==> src/rtl/seg7_scan_if.sv <==
// Bundle of digit inputs and display pins for the seg7_scan multiplexed display driver.
// The master side drives the BCD digits and watches the display pins; the slave side is the driver.
interface seg7_scan_if;
  logic [3:0] y2;
  logic [3:0] y1;
  logic [3:0] y0;
  logic [2:0] an;
  logic [6:0] seg;
  logic       dp;
  logic       frame;

  modport master (output y2, y1, y0, input an, seg, dp, frame);
  modport slave  (input y2, y1, y0, output an, seg, dp, frame);
endinterface

==> src/rtl/seg7_scan.sv <==
// Time-multiplexed 3-digit active-low 7-segment driver with per-frame snapshot and slot dead time.
// Optional leading-zero blanking is enabled by defining the macro LZB_EN.
module seg7_scan #(
  parameter int SLOT_CYC  = 4,
  parameter int BLANK_CYC = 1,
  parameter int DP_POS    = 1
) (
  input  logic        clk,
  input  logic        rst,
  seg7_scan_if.slave  bus
);

  localparam int                CNT_W  = (SLOT_CYC > 2) ? $clog2(SLOT_CYC) : 1;
  localparam logic [CNT_W-1:0]  LAST_C = CNT_W'(SLOT_CYC - 1);
  localparam logic [1:0]        DP_SEL = 2'(DP_POS);

  typedef enum logic [1:0] {
    SEL_D0 = 2'd0,
    SEL_D1 = 2'd1,
    SEL_D2 = 2'd2
  } sel_e;

  logic             started_q, started_d;
  logic [CNT_W-1:0] cnt_q, cnt_d;
  sel_e             sel_q, sel_d;
  logic [3:0]       snap2_q, snap2_d, snap1_q, snap1_d, snap0_q, snap0_d;
  logic [2:0]       an_q, an_d;
  logic [6:0]       seg_q, seg_d;
  logic             dp_q, dp_d;
  logic             frame_q, frame_d;
  logic             take_snap;
  logic [3:0]       digit;
  logic             dig_blank;
  logic             slot_blank;

  function automatic logic [6:0] bcd_to_seg(input logic [3:0] v);
    case (v)
      4'd0:    bcd_to_seg = 7'h40;
      4'd1:    bcd_to_seg = 7'h79;
      4'd2:    bcd_to_seg = 7'h24;
      4'd3:    bcd_to_seg = 7'h30;
      4'd4:    bcd_to_seg = 7'h19;
      4'd5:    bcd_to_seg = 7'h12;
      4'd6:    bcd_to_seg = 7'h02;
      4'd7:    bcd_to_seg = 7'h78;
      4'd8:    bcd_to_seg = 7'h00;
      4'd9:    bcd_to_seg = 7'h10;
      default: bcd_to_seg = 7'h3F;
    endcase
  endfunction

  // Scan sequencing: the first edge after reset only snapshots, so every frame is 3*SLOT_CYC long.
  always_comb begin
    // NOTE: every output of a combinational block gets a default first so no path can infer a latch.
    started_d = 1'b1;
    cnt_d     = cnt_q;
    sel_d     = sel_q;
    snap2_d   = snap2_q;
    snap1_d   = snap1_q;
    snap0_d   = snap0_q;
    take_snap = 1'b0;
    if (!started_q) begin
      take_snap = 1'b1;
    end else if (cnt_q == LAST_C) begin
      cnt_d = '0;
      case (sel_q)
        SEL_D0:  sel_d = SEL_D1;
        SEL_D1:  sel_d = SEL_D2;
        default: begin
          sel_d     = SEL_D0;
          take_snap = 1'b1;
        end
      endcase
    end else begin
      cnt_d = cnt_q + 1'b1;
    end
    if (take_snap) begin
      snap2_d = bus.y2;
      snap1_d = bus.y1;
      snap0_d = bus.y0;
    end
  end

  // Outputs are registered from next-state so the pins line up with the (sel, cnt) just entered.
  always_comb begin
    case (sel_d)
      SEL_D2:  digit = snap2_d;
      SEL_D1:  digit = snap1_d;
      default: digit = snap0_d;
    endcase
`ifdef LZB_EN
    dig_blank = ((sel_d == SEL_D2) && (snap2_d == 4'd0)) ||
                ((sel_d == SEL_D1) && (snap2_d == 4'd0) && (snap1_d == 4'd0) && (DP_POS != 1));
`else
    dig_blank = 1'b0;
`endif
    slot_blank = int'(cnt_d) < BLANK_CYC;
    an_d       = 3'b111;
    seg_d      = 7'h7F;
    dp_d       = 1'b1;
    frame_d    = take_snap;
    if (!slot_blank) begin
      an_d  = ~(3'b001 << sel_d);
      seg_d = dig_blank ? 7'h7F : bcd_to_seg(digit);
      dp_d  = (2'(sel_d) == DP_SEL) ? 1'b0 : 1'b1;
    end
  end

  always_ff @(posedge clk or negedge rst) begin
    if (!rst) begin
      started_q <= 1'b0;
      cnt_q     <= '0;
      sel_q     <= SEL_D0;
      snap2_q   <= 4'd0;
      snap1_q   <= 4'd0;
      snap0_q   <= 4'd0;
      an_q      <= 3'b111;
      seg_q     <= 7'h7F;
      dp_q      <= 1'b1;
      frame_q   <= 1'b0;
    end else begin
      // NOTE: non-blocking assignments so every register samples pre-edge values.
      started_q <= started_d;
      cnt_q     <= cnt_d;
      sel_q     <= sel_d;
      snap2_q   <= snap2_d;
      snap1_q   <= snap1_d;
      snap0_q   <= snap0_d;
      an_q      <= an_d;
      seg_q     <= seg_d;
      dp_q      <= dp_d;
      frame_q   <= frame_d;
    end
  end

  assign bus.an    = an_q;
  assign bus.seg   = seg_q;
  assign bus.dp    = dp_q;
  assign bus.frame = frame_q;

endmodule
==> src/flat_wrapper.sv <==
// flat-port wrapper written by rule: the top's interface ports become plain ports
module seg7_scan_flat 
#(
  parameter int SLOT_CYC  = 4,
  parameter int BLANK_CYC = 1,
  parameter int DP_POS    = 1
)
  (clk, rst, bus_y2, bus_y1, bus_y0, bus_an, bus_seg, bus_dp, bus_frame);
  seg7_scan_if bus_i ();
  input  logic clk;
  input  logic rst;
  input wire logic [$bits(bus_i.y2)-1:0] bus_y2;
  input wire logic [$bits(bus_i.y1)-1:0] bus_y1;
  input wire logic [$bits(bus_i.y0)-1:0] bus_y0;
  output wire logic [$bits(bus_i.an)-1:0] bus_an;
  output wire logic [$bits(bus_i.seg)-1:0] bus_seg;
  output wire logic [$bits(bus_i.dp)-1:0] bus_dp;
  output wire logic [$bits(bus_i.frame)-1:0] bus_frame;
  assign bus_i.y2 = bus_y2;
  assign bus_i.y1 = bus_y1;
  assign bus_i.y0 = bus_y0;
  assign bus_an = bus_i.an;
  assign bus_seg = bus_i.seg;
  assign bus_dp = bus_i.dp;
  assign bus_frame = bus_i.frame;
  seg7_scan #(.SLOT_CYC(SLOT_CYC), .BLANK_CYC(BLANK_CYC), .DP_POS(DP_POS)) u_core (.clk(clk), .rst(rst), .bus(bus_i));
endmodule
==> config.mk <==
export PLATFORM = sky130hd
export DESIGN_NAME = seg7_scan_flat
export DESIGN_NICKNAME = d
export VERILOG_FILES = /design/src/rtl/seg7_scan_if.sv /design/src/rtl/seg7_scan.sv /design/src/flat_wrapper.sv
export SDC_FILE = /design/constraint.sdc
export NUM_CORES = 1
export LEC_CHECK = 0
export BUFFER_PORTS_ARGS = -buffer_cell sky130_fd_sc_hd__buf_4
export CAP_MARGIN = 20
export CORE_ASPECT_RATIO = 1.4
export CORE_MARGIN = 5
export CORE_UTILIZATION = 58
export CTS_CLUSTER_SIZE = 28
export DETAILED_ROUTE_END_ITERATION = 8
export GPL_TIMING_DRIVEN = 0
export HOLD_SLACK_MARGIN = 0.08
export PLACE_DENSITY_LB_ADDON = 0.2
export RECOVER_POWER = 100
export SYNTH_ARGS = -nofsm -noshare
export SYNTH_HDL_FRONTEND = slang
export SYNTH_SLANG_ARGS = --single-unit
==> constraint.sdc <==
create_clock -name clk -period 4.63 [get_ports clk]
set_input_delay 0.463 -clock clk [delete_from_list [all_inputs] [get_ports clk]]
set_output_delay 0.463 -clock clk [all_outputs]
set_load 0.01 [all_outputs]
==> impl_metrics.ini <==
[outcome]
status = finished, final reports clean

[synth]
synth_edf_count = 0
ys_seq_area_frac = 0.525
synth_fa_ha_area_frac = 0.0921
synthArstFlopShare = 1.00
yosys.area.top_type_share = 0.331
yosysMostFrequentCell = dfrtp_1
yosys_warnings = 0
yosysTopAreaCell = dfrtp_1
synthMuxAreaShare = 0.107
syn_inst = 114
synth-compound-area-share = 0.126
syn_area_per_cell_um2 = 11.9
yosysUniqueCellTypes = 37
syn_area_mm2 = 0.00136
synth.top_cells.by_count = 18 x dfrtp_1, 16 x inv_1, 10 x dfstp_2, 10 x ha_1, 8 x nand2_1
ys_ff_latch = 28
synth_xor_area_frac = 0.00645
synth_flop_cell = dfrtp_1
ys_top_cells_by_area = dfrtp_1 33%, dfstp_2 19%, ha_1 9.2%, mux2_2 5.0%, inv_1 4.4%
synth_top_family_by_area = compound AO/OA/AOI/OAI gates
yosys.area_share.simple = 0.0737
syn-num-nets = 138

[final_layout]
antenna_cells = 0
fin_util = 0.705
stdcell_count = 166
fin_nets = 169
syn_to_final_growth_pct = 14.3
drive_gt1_frac = 0.257

[global_routing]
grt-ovfl-total = 0
grt_pass1_wl_um = 4230
grt_use_met1 = 0.177
busiest_layer = met2
antenna_found_initial = 0
use_met2 = 0.293
grt_max_degree = 29
use_met3 = 0.0331
grtUsageTotal = 0.159
grt_pass1_vias = 972

[clock_network]
cts_root_buffer = clkbuf_4
cts_buffers = 3
cts_tree = done
clk_latency_ps = 320
cts_max_path_buffers = 2
cts_max_level = 1
clk_transition_reported_paths_ps = 140
ctsResizeCount = 0
cts_sinks = 28

[floorplanning]
start_util = 0.617
die_w_um = 50.9
rows = 20
die_y_um = 67.3
core_mm2 = 0.00220
ios = 26
die_area_mm2 = 0.00342

[setup_path]
slowest_stage = a21boi_0
rrSetupSlack_ps = 1200
path_max_fanout = 10
end_kind = flop
r2r_cells = 11
cp.required_ps = 4870
path_delay_family = compound AO/OA/AOI/OAI gates
crit_start = u_core.cnt_q[0]
slowest_delay_ps = 510
rr_endpoint = u_core.bus.seg[4]
critical_path.cell_chain = ha_1, a21boi_0, clkbuf_1, mux2_1, a22oi_1, o21ai_0, inv_1, ha_1, nor2_2, a2111oi_0, a41oi_1
crit_path_end = u_core.bus.seg[4]
critical_path_class = flop to flop
worstReg2RegStart = u_core.cnt_q[0]
critical_path_depth = 11
start_kind = flop
crit_buf_inv = 2
cp.arrival_ps = 3670
crit_top_cell = ha_1

[pwr]
finalPower_mw = 1.20
leakagePower_nw = 0.749
power_switching_mw = 0.517
netSwitchingFraction = 0.431
sequentialPowerShare = 0.328
p_int_mw = 0.682
pwr-share-comb = 0.577
ir_worst_vdd_mv = 0.569
power.density_mw_per_mm2 = 772
pwr-share-clk = 0.096

[detailed_routing]
drt_iter0_markers = 16
ant_nets = 0
dr.pass1.iters = 4
totalWireLength_um = 2350
drc_errors = 0
vias_per_cell = 5.52
vias = 916
wl_per_cell_um = 14.1

[timing]
worst_pin_slew_ps = 1390
layout_setup_ws_ps = 1200
fin_crit_ps = 3430
rsz0062_at_grt = no
setup_violations = 0
skew_ps = 5.59
relSlewSlack = 0.0734
final-hold-violation-count = 0
tns_ps = 0
timing.final.crit_share = 0.740
max_clock_freq_ghz = 0.292
slew_viol_final = 0

[hold_path]
holdCritPathClass = input pin to flop

[place]
post-place-cells = 161
dp_slack_ps = 1690
place.gp.congestion = 0.755
io_buffer_count = 25
dp_hpwl_um = 1880

[job]
cap_violations = 0
## routing by layer
metal  vias to the layer above  share of wire
li1                        446              -
met1                       445           0.38
met2                        23           0.55
met3                         2          0.054
met4                         0          0.012
met5                         -              0
## placed cells by master, fill, tap and decap left out, drive strengths merged, types with 2 or more instances in the layout
cell / count
a21oi: 3
mux2: 9
clkbuf: 18
inv: 16
nor2: 6
nand2: 8
o21ai: 2
a211oi: 2
dfstp: 10
dfrtp: 18
mux2i: 4
buf: 16
ha: 10
a41oi: 4
## state kept, by name, summed over array words and instances (netlist names)
register,cells
u_core.started_q,1
u_core.bus.dp,1
u_core.snap0_q,4
u_core.bus.seg,7
u_core.sel_q,2
u_core.cnt_q,2
u_core.snap2_q,4
u_core.snap1_q,4
u_core.bus.an,2
u_core.bus.frame,1
## worst min path at each step
stage,startpoint,to,slack [ps],cells after the start
final,bus_y0[1],u_core.snap0_q[1],360,3
after global routing,bus_y1[1],u_core.snap1_q[1],340,3
after floorplan,rst,u_core.bus.frame,170,0
after detailed placement,rst,u_core.sel_q[1],390,1
after global placement,rst,u_core.cnt_q[0],380,1
after CTS,bus_y0[1],u_core.snap0_q[1],350,3
## cells by family (layout without fill, tap and decap cells)
kind of cell,after synthesis,in the layout
AOI/OAI and AO/OA,19,19
xor gates and xnor gates,1,1
adders and majority gates,10,10
buffers and inverters,21,51
DFF,28,28
muxes,13,13
other,1,1
and+or+nand+nor,21,21
## metrics by stage
stage	instance area [µm²]	hold slack, ps
global placement	1570	380
floorplan	1360	167
detailed placement	1570	391
finish	1550	359
global route	1550	344
CTS	1620	352
## power groups by stage
stage | logic (mW) | registers, mW | clock network, mW
after global routing | 0.786 | 0.403 | 0.133
after floorplan | 0.542 | 0.421 | 0
after CTS | 0.771 | 0.399 | 0.120
after detailed placement | 0.769 | 0.405 | 0
final | 0.691 | 0.393 | 0.115
after global placement | 0.728 | 0.398 | 0
## worst min-delay path: stages
cell and delay, ps:
buf_4 80, mux2i_1 60, inv_1 60
## area by class of cell
cell class	instances	area [µm²]
Sequential cell	28	713
Tap cell	22	27.5
Multi-Input combinational cell	65	532
Buffer	5	27.5
Timing Repair Buffer	26	156
Clock buffer	4	36.3
Inverter	16	60.1
Fill cell	181	649
## repair_timing
action | 4_1_cts | 5_1_grt
hold buffers | 1 | 0
endpoints found under the hold margin | 18 | 0
buffers inserted | 0 | 0
(Power assumes the default switching activity.)
